## config.mk

```make
export PLATFORM = sky130hd
export DESIGN_NAME = j1_uart_io
export DESIGN_NICKNAME = d
export VERILOG_FILES = /design/src/rtl/j1_uart_io_pkg.sv /design/src/rtl/j1_uart_io_sync_fifo.sv /design/src/rtl/j1_uart_io.sv
export SDC_FILE = /design/constraint.sdc
export NUM_CORES = 1
export LEC_CHECK = 0
export BUFFER_PORTS_ARGS = -buffer_cell sky130_fd_sc_hd__buf_2
export CORE_MARGIN = 3
export CORE_UTILIZATION = 40
export CTS_CLUSTER_DIAMETER = 40
export DETAILED_ROUTE_END_ITERATION = 8
export GPL_ROUTABILITY_DRIVEN = 1
export PLACE_DENSITY_LB_ADDON = 0.15
export SYNTH_ARGS = -nofsm -noshare
export SYNTH_HDL_FRONTEND = slang
export SYNTH_SLANG_ARGS = --single-unit
```

## constraint.sdc

```tcl
create_clock -name clk -period 9.9 [get_ports clk]
set_clock_uncertainty 0.2 [all_clocks]
set_input_delay 0.99 -clock clk [delete_from_list [all_inputs] [get_ports clk]]
set_output_delay 0.99 -clock clk [all_outputs]
set_load 0.005 [all_outputs]
```

## src/rtl/j1_uart_io_pkg.sv

```systemverilog
// rtl/j1_uart_io_pkg.sv - shared address map, status bit indices and FSM state types
package j1_uart_io_pkg;

  // I/O addresses seen by firmware; each uses one select bit of mem_addr[15:12]
  localparam logic [15:0] IO_UART_DATA = 16'h1000;
  localparam logic [15:0] IO_UART_STAT = 16'h2000;
  localparam logic [15:0] IO_LEDS      = 16'h4000;
  localparam logic [15:0] IO_UART_DIV  = 16'h8000;

  // Select bit positions within mem_addr
  localparam int SEL_DATA = 12;
  localparam int SEL_STAT = 13;
  localparam int SEL_LEDS = 14;
  localparam int SEL_DIV  = 15;

  // STATUS register bit indices
  localparam int ST_TX_READY  = 0;
  localparam int ST_RX_AVAIL  = 1;
  localparam int ST_TX_OVF    = 2;
  localparam int ST_RX_OVF    = 3;
  localparam int ST_FRAME_ERR = 4;

  typedef enum logic [1:0] {
    TX_IDLE,
    TX_START,
    TX_DATA,
    TX_STOP
  } tx_state_e;

  // RX_WAIT_HIGH holds off new frames after a framing error until the line idles
  typedef enum logic [2:0] {
    RX_IDLE,
    RX_START,
    RX_DATA,
    RX_STOP,
    RX_WAIT_HIGH
  } rx_state_e;

endpackage

```

## src/rtl/j1_uart_io_sync_fifo.sv

```systemverilog
// rtl/j1_uart_io_sync_fifo.sv - single-clock FIFO with first-word-fall-through head
module sync_fifo #(
  parameter int WIDTH = 8,
  parameter int DEPTH = 16
) (
  input  logic             clk,
  input  logic             resetq,
  input  logic             push,
  input  logic             pop,
  input  logic [WIDTH-1:0] din,
  output logic [WIDTH-1:0] head,
  output logic             full,
  output logic             empty
);

  localparam int AW = $clog2(DEPTH);
  localparam int CW = AW + 1;

  logic [WIDTH-1:0] mem_q [DEPTH];
  logic [AW-1:0]    rd_ptr_q, rd_ptr_d;
  logic [AW-1:0]    wr_ptr_q, wr_ptr_d;
  logic [CW-1:0]    count_q, count_d;
  logic             do_push, do_pop;

  assign full  = (count_q == CW'(DEPTH));
  assign empty = (count_q == '0);
  assign head  = mem_q[rd_ptr_q];

  // A full FIFO still accepts a push when the same cycle frees a slot
  assign do_pop  = pop & ~empty;
  assign do_push = push & (~full | do_pop);

  // Pointer and occupancy next state; pointers wrap because DEPTH is a power of 2
  always_comb begin
    rd_ptr_d = rd_ptr_q;
    wr_ptr_d = wr_ptr_q;
    count_d  = count_q + CW'(do_push) - CW'(do_pop);
    if (do_pop)  rd_ptr_d = rd_ptr_q + AW'(1);
    if (do_push) wr_ptr_d = wr_ptr_q + AW'(1);
  end

  // Pointer and occupancy registers
  always_ff @(posedge clk or negedge resetq) begin
    if (!resetq) begin
      rd_ptr_q <= '0;
      wr_ptr_q <= '0;
      count_q  <= '0;
    end else begin
      rd_ptr_q <= rd_ptr_d;
      wr_ptr_q <= wr_ptr_d;
      count_q  <= count_d;
    end
  end

  // Storage array; contents are don't-care until written
  always_ff @(posedge clk) begin
    if (do_push) mem_q[wr_ptr_q] <= din;
  end

endmodule

```

## src/rtl/j1_uart_io.sv

```systemverilog
// rtl/j1_uart_io.sv - J1 I/O-space UART with TX/RX FIFOs, baud divisor and LED register
module j1_uart_io
  import j1_uart_io_pkg::*;
#(
  parameter int CLKFREQ    = 12000000,
  parameter int BAUD       = 9600,
  parameter int FIFO_DEPTH = 16,
  parameter int LEDS       = 5,
  parameter int DIV_W      = 16
) (
  input  logic            clk,
  input  logic            resetq,
  input  logic            io_rd,
  input  logic            io_wr,
  input  logic [15:0]     mem_addr,
  input  logic [15:0]     dout,
  output logic [15:0]     io_din,
  input  logic            rx,
  output logic            tx,
  output logic [LEDS-1:0] leds
);

  localparam logic [DIV_W-1:0] RESET_DIV = DIV_W'(CLKFREQ / BAUD);
  localparam logic [DIV_W-1:0] MIN_DIV   = DIV_W'(2);
  localparam logic [DIV_W-1:0] ONE       = DIV_W'(1);

  logic sel_data, sel_stat, sel_leds, sel_div;
  logic unused_addr;

  assign sel_data    = mem_addr[SEL_DATA];
  assign sel_stat    = mem_addr[SEL_STAT];
  assign sel_leds    = mem_addr[SEL_LEDS];
  assign sel_div     = mem_addr[SEL_DIV];
  assign unused_addr = ^mem_addr[11:0];

  logic [LEDS-1:0]  leds_q, leds_d;
  logic [DIV_W-1:0] div_q, div_d, div_eff;
  logic             tx_ovf_q, tx_ovf_d, rx_ovf_q, rx_ovf_d, frame_err_q, frame_err_d;
  logic             tx_ovf_set, rx_ovf_set, frame_err_set;

  logic       tx_push, tx_pop, tx_full, tx_empty;
  logic [7:0] tx_head;
  logic       rx_push, rx_pop, rx_full, rx_empty;
  logic [7:0] rx_head;

  // Divisors below 2 would leave no room for the RX half-bit wait
  assign div_eff = (div_q < MIN_DIV) ? MIN_DIV : div_q;

  assign tx_push    = io_wr & sel_data;
  assign rx_pop     = io_rd & sel_data & ~rx_empty;
  assign tx_ovf_set = tx_push & tx_full & ~tx_pop;

  sync_fifo #(.WIDTH(8), .DEPTH(FIFO_DEPTH)) u_tx_fifo (
    .clk   (clk),
    .resetq(resetq),
    .push  (tx_push),
    .pop   (tx_pop),
    .din   (dout[7:0]),
    .head  (tx_head),
    .full  (tx_full),
    .empty (tx_empty)
  );

  // ------------------------------------------------------------------ TX
  tx_state_e        tx_state_q, tx_state_d;
  logic [7:0]       tx_shift_q, tx_shift_d;
  logic [DIV_W-1:0] tx_cnt_q, tx_cnt_d, tx_div_q, tx_div_d;
  logic [2:0]       tx_bit_q, tx_bit_d;
  logic             tx_q, tx_d;

  assign tx = tx_q;

  // TX sequencing; a new frame is loaded from IDLE or straight out of STOP
  always_comb begin
    tx_state_d = tx_state_q;
    tx_shift_d = tx_shift_q;
    tx_cnt_d   = tx_cnt_q;
    tx_div_d   = tx_div_q;
    tx_bit_d   = tx_bit_q;
    tx_d       = tx_q;
    tx_pop     = 1'b0;
    unique case (tx_state_q)
      TX_IDLE: begin
        tx_d = 1'b1;
        if (!tx_empty) begin
          tx_pop     = 1'b1;
          tx_shift_d = tx_head;
          tx_div_d   = div_eff;
          tx_cnt_d   = div_eff - ONE;
          tx_d       = 1'b0;
          tx_state_d = TX_START;
        end
      end
      TX_START: begin
        if (tx_cnt_q == '0) begin
          tx_d       = tx_shift_q[0];
          tx_shift_d = {1'b0, tx_shift_q[7:1]};
          tx_bit_d   = 3'd0;
          tx_cnt_d   = tx_div_q - ONE;
          tx_state_d = TX_DATA;
        end else begin
          tx_cnt_d = tx_cnt_q - ONE;
        end
      end
      TX_DATA: begin
        if (tx_cnt_q == '0) begin
          tx_cnt_d = tx_div_q - ONE;
          if (tx_bit_q == 3'd7) begin
            tx_d       = 1'b1;
            tx_state_d = TX_STOP;
          end else begin
            tx_d       = tx_shift_q[0];
            tx_shift_d = {1'b0, tx_shift_q[7:1]};
            tx_bit_d   = tx_bit_q + 3'd1;
          end
        end else begin
          tx_cnt_d = tx_cnt_q - ONE;
        end
      end
      TX_STOP: begin
        if (tx_cnt_q == '0) begin
          if (!tx_empty) begin
            tx_pop     = 1'b1;
            tx_shift_d = tx_head;
            tx_div_d   = div_eff;
            tx_cnt_d   = div_eff - ONE;
            tx_d       = 1'b0;
            tx_state_d = TX_START;
          end else begin
            tx_state_d = TX_IDLE;
          end
        end else begin
          tx_cnt_d = tx_cnt_q - ONE;
        end
      end
      default: tx_state_d = TX_IDLE;
    endcase
  end

  // TX state registers; line idles high out of reset
  always_ff @(posedge clk or negedge resetq) begin
    if (!resetq) begin
      tx_state_q <= TX_IDLE;
      tx_shift_q <= '0;
      tx_cnt_q   <= '0;
      tx_div_q   <= RESET_DIV;
      tx_bit_q   <= '0;
      tx_q       <= 1'b1;
    end else begin
      tx_state_q <= tx_state_d;
      tx_shift_q <= tx_shift_d;
      tx_cnt_q   <= tx_cnt_d;
      tx_div_q   <= tx_div_d;
      tx_bit_q   <= tx_bit_d;
      tx_q       <= tx_d;
    end
  end

  // ------------------------------------------------------------------ RX
  rx_state_e        rx_state_q, rx_state_d;
  logic [7:0]       rx_shift_q, rx_shift_d;
  logic [DIV_W-1:0] rx_cnt_q, rx_cnt_d, rx_div_q, rx_div_d;
  logic [2:0]       rx_bit_q, rx_bit_d;
  logic             rx_s1_q, rx_s2_q;

  sync_fifo #(.WIDTH(8), .DEPTH(FIFO_DEPTH)) u_rx_fifo (
    .clk   (clk),
    .resetq(resetq),
    .push  (rx_push),
    .pop   (rx_pop),
    .din   (rx_shift_q),
    .head  (rx_head),
    .full  (rx_full),
    .empty (rx_empty)
  );

  // RX sequencing; samples land mid-bit after the half-bit start check
  always_comb begin
    rx_state_d    = rx_state_q;
    rx_shift_d    = rx_shift_q;
    rx_cnt_d      = rx_cnt_q;
    rx_div_d      = rx_div_q;
    rx_bit_d      = rx_bit_q;
    rx_push       = 1'b0;
    rx_ovf_set    = 1'b0;
    frame_err_set = 1'b0;
    unique case (rx_state_q)
      RX_IDLE: begin
        if (!rx_s2_q) begin
          rx_div_d   = div_eff;
          rx_cnt_d   = (div_eff >> 1) - ONE;
          rx_state_d = RX_START;
        end
      end
      RX_START: begin
        if (rx_cnt_q == '0) begin
          if (rx_s2_q) begin
            rx_state_d = RX_IDLE;
          end else begin
            rx_bit_d   = 3'd0;
            rx_cnt_d   = rx_div_q - ONE;
            rx_state_d = RX_DATA;
          end
        end else begin
          rx_cnt_d = rx_cnt_q - ONE;
        end
      end
      RX_DATA: begin
        if (rx_cnt_q == '0) begin
          rx_shift_d = {rx_s2_q, rx_shift_q[7:1]};
          rx_cnt_d   = rx_div_q - ONE;
          if (rx_bit_q == 3'd7) rx_state_d = RX_STOP;
          else                  rx_bit_d   = rx_bit_q + 3'd1;
        end else begin
          rx_cnt_d = rx_cnt_q - ONE;
        end
      end
      RX_STOP: begin
        if (rx_cnt_q == '0) begin
          if (rx_s2_q) begin
            rx_push    = 1'b1;
            rx_ovf_set = rx_full & ~rx_pop;
            rx_state_d = RX_IDLE;
          end else begin
            frame_err_set = 1'b1;
            rx_state_d    = RX_WAIT_HIGH;
          end
        end else begin
          rx_cnt_d = rx_cnt_q - ONE;
        end
      end
      RX_WAIT_HIGH: begin
        if (rx_s2_q) rx_state_d = RX_IDLE;
      end
      default: rx_state_d = RX_IDLE;
    endcase
  end

  // RX state registers and the two-flop synchroniser on the pin
  always_ff @(posedge clk or negedge resetq) begin
    if (!resetq) begin
      rx_s1_q    <= 1'b1;
      rx_s2_q    <= 1'b1;
      rx_state_q <= RX_IDLE;
      rx_shift_q <= '0;
      rx_cnt_q   <= '0;
      rx_div_q   <= RESET_DIV;
      rx_bit_q   <= '0;
    end else begin
      rx_s1_q    <= rx;
      rx_s2_q    <= rx_s1_q;
      rx_state_q <= rx_state_d;
      rx_shift_q <= rx_shift_d;
      rx_cnt_q   <= rx_cnt_d;
      rx_div_q   <= rx_div_d;
      rx_bit_q   <= rx_bit_d;
    end
  end

  // ------------------------------------------------------------ registers
  // Register writes and sticky flags; a set in the same cycle beats a clear
  always_comb begin
    leds_d      = leds_q;
    div_d       = div_q;
    tx_ovf_d    = tx_ovf_q;
    rx_ovf_d    = rx_ovf_q;
    frame_err_d = frame_err_q;
    if (io_wr && sel_leds) leds_d = dout[LEDS-1:0];
    if (io_wr && sel_div)  div_d  = dout[DIV_W-1:0];
    if (io_wr && sel_stat) begin
      if (dout[ST_TX_OVF])    tx_ovf_d    = 1'b0;
      if (dout[ST_RX_OVF])    rx_ovf_d    = 1'b0;
      if (dout[ST_FRAME_ERR]) frame_err_d = 1'b0;
    end
    if (tx_ovf_set)    tx_ovf_d    = 1'b1;
    if (rx_ovf_set)    rx_ovf_d    = 1'b1;
    if (frame_err_set) frame_err_d = 1'b1;
  end

  // Register file flops
  always_ff @(posedge clk or negedge resetq) begin
    if (!resetq) begin
      leds_q      <= '0;
      div_q       <= RESET_DIV;
      tx_ovf_q    <= 1'b0;
      rx_ovf_q    <= 1'b0;
      frame_err_q <= 1'b0;
    end else begin
      leds_q      <= leds_d;
      div_q       <= div_d;
      tx_ovf_q    <= tx_ovf_d;
      rx_ovf_q    <= rx_ovf_d;
      frame_err_q <= frame_err_d;
    end
  end

  assign leds = leds_q;

  logic [15:0] rd_leds, rd_div, rd_stat, rd_data;

  // Read mux: OR of every selected source so multi-select reads combine
  always_comb begin
    rd_leds = '0;
    rd_leds[LEDS-1:0] = leds_q;
    rd_div  = '0;
    rd_div[DIV_W-1:0] = div_q;
    rd_stat = {11'b0, frame_err_q, rx_ovf_q, tx_ovf_q, ~rx_empty, ~tx_full};
    rd_data = {8'h00, (rx_empty ? 8'h00 : rx_head)};
    io_din  = '0;
    if (sel_data) io_din = io_din | rd_data;
    if (sel_stat) io_din = io_din | rd_stat;
    if (sel_leds) io_din = io_din | rd_leds;
    if (sel_div)  io_din = io_din | rd_div;
  end

endmodule

```

==> results.yml, run 1 <==
place:
  gp_congestion: 0.832
  io_buffers: 46
  place_hpwl_um: 28400
sta:
  fmax_mhz: 231
  rsz0062_at_grt: "no"
  period_minus_slack_ps: 4340
  tns_ps: 0
  hold_violations: 0
  period_share_pct: 43.8
  tightest_slew_ps: 1040
  slew_viol_final: 0
  setup_violations: 0
  max_slew_margin_pct: 31.0
synthesis:
  avgSynthCellArea_um2: 13.8
  synth_common_cells: "edfxtp_1 (256), dfrtp_1 (126), nor2_1 (97)"
  syn_inst: 1363
  synth_nets: 1441
  ys_seq_area_share_pct: 60.2
  synth_area_leader_cell: "edfxtp_1"
  synthArstFlopShare_pct: 36.0
  synth_edf_count: 256
  ys_seq_elements: 400
  synth_cell_type_count: 82
  ys_warn_count: 0
  netlist.area_leader.share_pct: 40.9
  synth_area_leaders: "edfxtp_1 (41%), dfrtp_1 (17%), mux4_2 (8.7%)"
  ys.flop_type: "edfxtp_1"
  synth.most_common_cell: "edfxtp_1"
  netlist_area_mm2: 0.0188
min_path:
  hold_path_class: "flop to flop"
  holdCritStartpoint: "rx_s1_q$_DFF_PN1_"
  hold_end: "rx_s2_q$_DFF_PN1_"
  min_path_cells: 0
critical_path:
  cp-start-kind: "flop"
  r2r-start: "rx_cnt_q[0]$_DFFE_PN0P_"
  cp.arrival_ps: 3150
  path_cells: "buf_4, mux4_2, mux4_2, inv_1, o21ai_0, buf_2"
  critPathRequiredTime_ps: 8710
  crit_top_cell: "mux4_2"
  r2r_cells: 8
  worst-path-max-fanout: 35
  cp-end-kind: "primary output"
  cpMaxStageDelayCell: "mux4_2"
  cp.buffers_inverters: 3
  r2r_end: "u_rx_fifo.mem_q[14][7]$_DFFE_PP_"
  path_delay_family: "multiplexers"
  rrSetupSlack_ps: 5940
  critPathKind: "flop to primary output"
  slowest_delay_ps: 630
  cp.depth: 6
grt:
  antenna_found_initial: 0
  use_met2_pct: 27.0
  grt_use_met1_pct: 25.5
  gr-max-usage-layer: "met2"
  grt_pass1_wl_um: 68400
  grt_start_max_net_pins: 82
  grt_pass1_vias: 11400
  track_usage_pct: 17.6
  overflow: 0
  gr-usage-met3_pct: 4.20
power_and_ir_drop:
  ir_drop_mv: 0.196
  power_density_mw_per_mm2: 291
  p_sw_mw: 2.11
  seqPwrFrac_pct: 36.6
  power.leakage_nw: 8.20
  power_frac_comb_pct: 29.1
  switching_share_pct: 33.3
  p_total_mw: 6.34
  clkPwrFrac_pct: 34.3
  p_int_mw: 4.23
job:
  max-cap-violations: 0
die:
  coreArea_mm2: 0.0459
  die-area_mm2: 0.0496
  die_h_um: 223
  num_io_pins: 59
  die_w_um: 223
  placementRows: 78
  initial_core_util_pct: 41.0
clock_network:
  cts_buffer_depth: 3
  ctsResizeCount: 0
  cts-buffers-inserted: 60
  clk_latency_ps: 620
  cts_root_buf: "clkbuf_16"
  cts_num_sinks: 400
  htree_num_levels: 2
  post-cts-setup-buffer-count: 0
  cts_hold_buf: 0
  cts_tree: "yes"
  path_clk_slew_ps: 50
routing:
  num_vias: 11400
  drt_iter0_markers: 895
  ant_nets: 0
  drt_pass1_iterations: 7
  post_drt_wl_per_cell_um: 21.0
  routed_wl_um: 43300
  drc: 0
  via_per_inst: 5.52
finish:
  areaGrowthSynthToFinish_pct: 15.7
  n_fill_cell: 4099
  nNetsFinal: 1494
  drive_gt1_share_pct: 24.1
outcome:
  status: "finished, final reports clean"
==> flip-flops by register name, indices dropped and copies added (netlist names), 2 cells and up <==
signal and flops:
tx_cnt_q 16, u_rx_fifo.wr_ptr_q 4, tx_shift_q 8, tx_state_q 2
u_rx_fifo.rd_ptr_q 4, u_tx_fifo.mem_q 128, div_q 16, u_rx_fifo.count_q 5
rx_div_q 16, rx_shift_q 8, tx_div_q 16, u_tx_fifo.rd_ptr_q 4
tx_bit_q 3, u_tx_fifo.count_q 5, rx_state_q 3, rx_bit_q 3
leds 5, u_rx_fifo.mem_q 128, rx_cnt_q 16, u_tx_fifo.wr_ptr_q 4
==> logic make-up (layout without fill, tap and decap cells) <==
family | after synthesis | in the layout | synth area share (%)
compound gates | 203 | 203 | 7.04
flops | 400 | 400 | 60.2
buf+inv | 125 | 229 | 2.83
mux | 146 | 146 | 13.0
simple gates | 374 | 374 | 10.7
fa+ha+maj | 41 | 41 | 2.81
other cells | 0 | 1 | 0
xor+xnor | 74 | 74 | 3.45
==> layout by cell type (no fill, tap or decap), types with 19 or more instances in the layout <==
cell type	instances
a21oi_1	51
and3_1	19
buf_2	45
clkbuf_16	60
dfrtp_1	124
edfxtp_1	256
ha_1	39
inv_1	52
mux2_2	58
mux4_2	73
nand2_1	71
nand3_1	28
nor2_1	97
nor3_1	33
nor4_1	19
o21ai_0	57
xnor2_1	49
xor2_1	25
==> cell type report <==
cell class / instances / area (µm²) / share of cell area [%]
diodes: 1 / 2.50 / 0.0115
clock buffers: 66 / 1530 / 7.05
clock inverters: 47 / 579 / 2.66
inverters: 53 / 199 / 0.914
multi-input cells: 838 / 7010 / 32.2
flip-flops and latches: 400 / 11300 / 52.0
well taps: 600 / 751 / 3.45
repair buffers: 63 / 364 / 1.67
==> metrics by stage <==
step                      hold slack, ps  setup WS [ps]  std cells  util, %  cell area (µm²)
after floorplan                      145           6640       1363        -            18800
after global placement               149           5920       1954     42.8            19600
after detailed placement             148           5830       1954     42.8            19600
after CTS                            155           5490       2067     47.4            21800
after global routing                 162           5400       2067     47.4            21800
final                                155           5560       2068     47.4            21800
==> power groups by stage <==
stage | clock (mW) | sequential [mW] | combinational (mW)
6_report | 2.18 | 2.32 | 1.85
3_5_place_dp | 0 | 2.35 | 1.85
5_1_grt | 2.31 | 2.35 | 2.05
2_1_floorplan | 0 | 2.20 | 1.50
4_1_cts | 2.23 | 2.32 | 1.87
3_3_place_gp | 0 | 2.34 | 1.84
==> layer usage <==
metal | wire length (µm) | part of all wire, %
met1 | 20300 | 47
met2 | 19800 | 46
met3 | 2370 | 5.5
met4 | 824 | 1.9
met5 | 0 | 0
==> worst max-delay path by stage <==
stage	start	endpoint
finish	u_rx_fifo.rd_ptr_q[0]$_DFFE_PN0P_	io_din[2]
global route	u_rx_fifo.rd_ptr_q[0]$_DFFE_PN0P_	io_din[2]
detailed placement	rx_cnt_q[0]$_DFFE_PN0P_	u_rx_fifo.mem_q[4][4]$_DFFE_PP_
global placement	rx_cnt_q[0]$_DFFE_PN0P_	u_rx_fifo.mem_q[14][3]$_DFFE_PP_
CTS	u_rx_fifo.rd_ptr_q[0]$_DFFE_PN0P_	io_din[2]
floorplan	u_rx_fifo.rd_ptr_q[0]$_DFFE_PN0P_	io_din[5]
No activity file was read; power rests on OpenSTA's default activity.
==> inputs of run 2 (changes only) <==
==> constraint.sdc (replaced) <==
create_clock -name clk -period 4.35 [get_ports clk]
set_clock_uncertainty 0.2 [all_clocks]
set_input_delay 0.435 -clock clk [delete_from_list [all_inputs] [get_ports clk]]
set_output_delay 0.435 -clock clk [all_outputs]
set_load 0.005 [all_outputs]
==> run 2 against run 1 <==
  * Die area unchanged
  * Non-clock buffer count up 27
  * Sequential cell count unchanged
  * Critical path type unchanged
==> results.yml, run 2 (synthesis results as in run 1) <==
critical_path:
  cp-start-kind: "flop"
  rrSetupSlack_ps: 770
  cp.arrival_ps: 3210
  worst-path-max-fanout: 20
  crit_start: "u_rx_fifo.rd_ptr_q[0]$_DFFE_PN0P_"
  slowest_delay_ps: 740
  r2r-start: "tx_cnt_q[0]$_DFF_PN0_"
  critPathRequiredTime_ps: 3710
  cp-end-kind: "primary output"
  crit_top_cell: "mux4_2"
  r2r_cells: 16
  r2r_end: "u_tx_fifo.count_q[4]$_DFF_PN0_"
  critPathKind: "flop to primary output"
  path_cells: "buf_12, mux4_2, mux4_2, a32o_1, buf_2"
  cpMaxStageDelayCell: "dfrtp_2"
grt:
  grt_pass1_wl_um: 69400
  antenna_found_initial: 0
  grt_start_max_net_pins: 93
  grt_pass1_vias: 11600
  track_usage_pct: 17.9
  overflow: 0
routing:
  drc: 0
  post_drt_wl_per_cell_um: 21.2
  routed_wl_um: 44300
  num_vias: 11500
  drt_pass1_iterations: 7
  drt_iter0_markers: 846
  ant_nets: 0
  via_per_inst: 5.50
clock_network:
  htree_num_levels: 2
  ctsResizeCount: 0
  clk_latency_ps: 600
  cts_tree: "yes"
  path_clk_slew_ps: 60
  cts_num_sinks: 400
  cts_root_buf: "clkbuf_16"
  cts-buffers-inserted: 58
  cts_buffer_depth: 3
finish:
  final_common_cell: "edfxtp_1"
  drive_gt1_share_pct: 24.5
  antenna_cells: 0
  areaGrowthSynthToFinish_pct: 16.9
  reg_top3: "u_rx_fifo.mem_q (128), u_tx_fifo.mem_q (128)"
  utilization_pct: 47.9
  final_cell_mix: "edfxtp_1 (256), dfrtp_1 (124), nor2_1 (97), mux4_2 (73), nand2_1 (71)"
  fin_area_mm2: 0.0220
  nNetsFinal: 1519
min_path:
  hold_path_class: "primary input to flop"
  hold_end: "rx_ovf_q$_DFFE_PN0P_"
  holdCritStartpoint: "mem_addr[13]"
  min_path_cells: 4
sta:
  period_share_pct: 88.3
  period_minus_slack_ps: 3840
  hold_violations: 0
  tightest_slew_ps: 1180
  slew_viol_final: 0
  fmax_mhz: 260
  rsz0062_at_grt: "no"
  setup_ws_ps: 509
  max_slew_margin_pct: 20.8
  tns_ps: 0
  setup_violations: 0
place:
  dp_slack_ps: 787
  place_hpwl_um: 29400
  place_area_mm2: 0.0198
  gp_congestion: 0.828
  io_buffers: 46
die:
  placementRows: 78
  die_h_um: 223
  initial_core_util_pct: 41.0
  die-area_mm2: 0.0496
  coreArea_mm2: 0.0459
  die_w_um: 223
  num_io_pins: 59
outcome:
  status: "finished, final reports clean"
power_and_ir_drop:
  p_total_mw: 14.6
  power.leakage_nw: 8.27
  power_density_mw_per_mm2: 664
  ir_drop_mv: 0.374
job:
  max-cap-violations: 0
-- run 2: changes by cell type in the layout (fill, tap and decap cells not counted), sizes merged --
cell,before,now
clkbuf,66,69
bufinv,8,9
inv,71,65
dlygate4sd3,0,11
clkinvlp,3,9
buf,63,79
diode,1,0
clkinv,18,9
-- run 2: timing repair --
action	CTS	global route
setup buffers	0	0
hold endpoints to repair	94	0
hold buffers	11	0
-- run 2: worst max-delay path by stage --
| stage | to | slack, ps | cells after the start |
|---|---|---|---|
| after floorplan | u_rx_fifo.count_q[4]$_DFF_PN0_ | 1150 | 16 |
| after global routing | io_din[4] | 370 | 6 |
| after detailed placement | u_tx_fifo.count_q[4]$_DFF_PN0_ | 790 | 16 |
| final | io_din[5] | 510 | 5 |
| after global placement | u_tx_fifo.count_q[4]$_DFF_PN0_ | 830 | 16 |
| after CTS | io_din[5] | 430 | 5 |
-- run 2: power breakdown --
| part | switching (mW) | internal (mW) | total, mW |
|---|---|---|---|
| sequential | 0.787 | 4.60 | 5.39 |
| combinational | 2.21 | 2.05 | 4.26 |
| clock | 1.83 | 3.12 | 4.95 |
-- run 2: area by class of cell --
type	instances	area, µm²
Sequential cell	400	11300
Inverter	53	199
Tap cell	600	751
Fill cell	4025	23900
Multi-Input combinational cell	838	7000
Clock inverter	39	542
Clock buffer	69	1540
Timing Repair Buffer	90	632
-- run 2: stage by stage --
step | hold slack [ps] | cells
after floorplan | -60.6 | 1363
after global routing | 53.9 | 2089
after detailed placement | 149 | 1970
final | 39.2 | 2089
after CTS | 5.51 | 2089
after global placement | 150 | 1970
-- run 2: worst max-delay path, delay by kind of cell, from the launching register on --
family / cells / cell delay, ps
buffers and inverters: 2 / 410
AOI/OAI and AO/OA: 1 / 330
muxes: 2 / 1090
DFF: 1 / 740
-- run 2: layer usage --
layer,vias to the layer above,wire length (µm),GRT usage (%)
met5,-,0,0
met4,0,791,4.53
met3,62,2280,3.62
met2,257,20200,27.7
met1,5793,21000,26.0
li1,5368,-,-
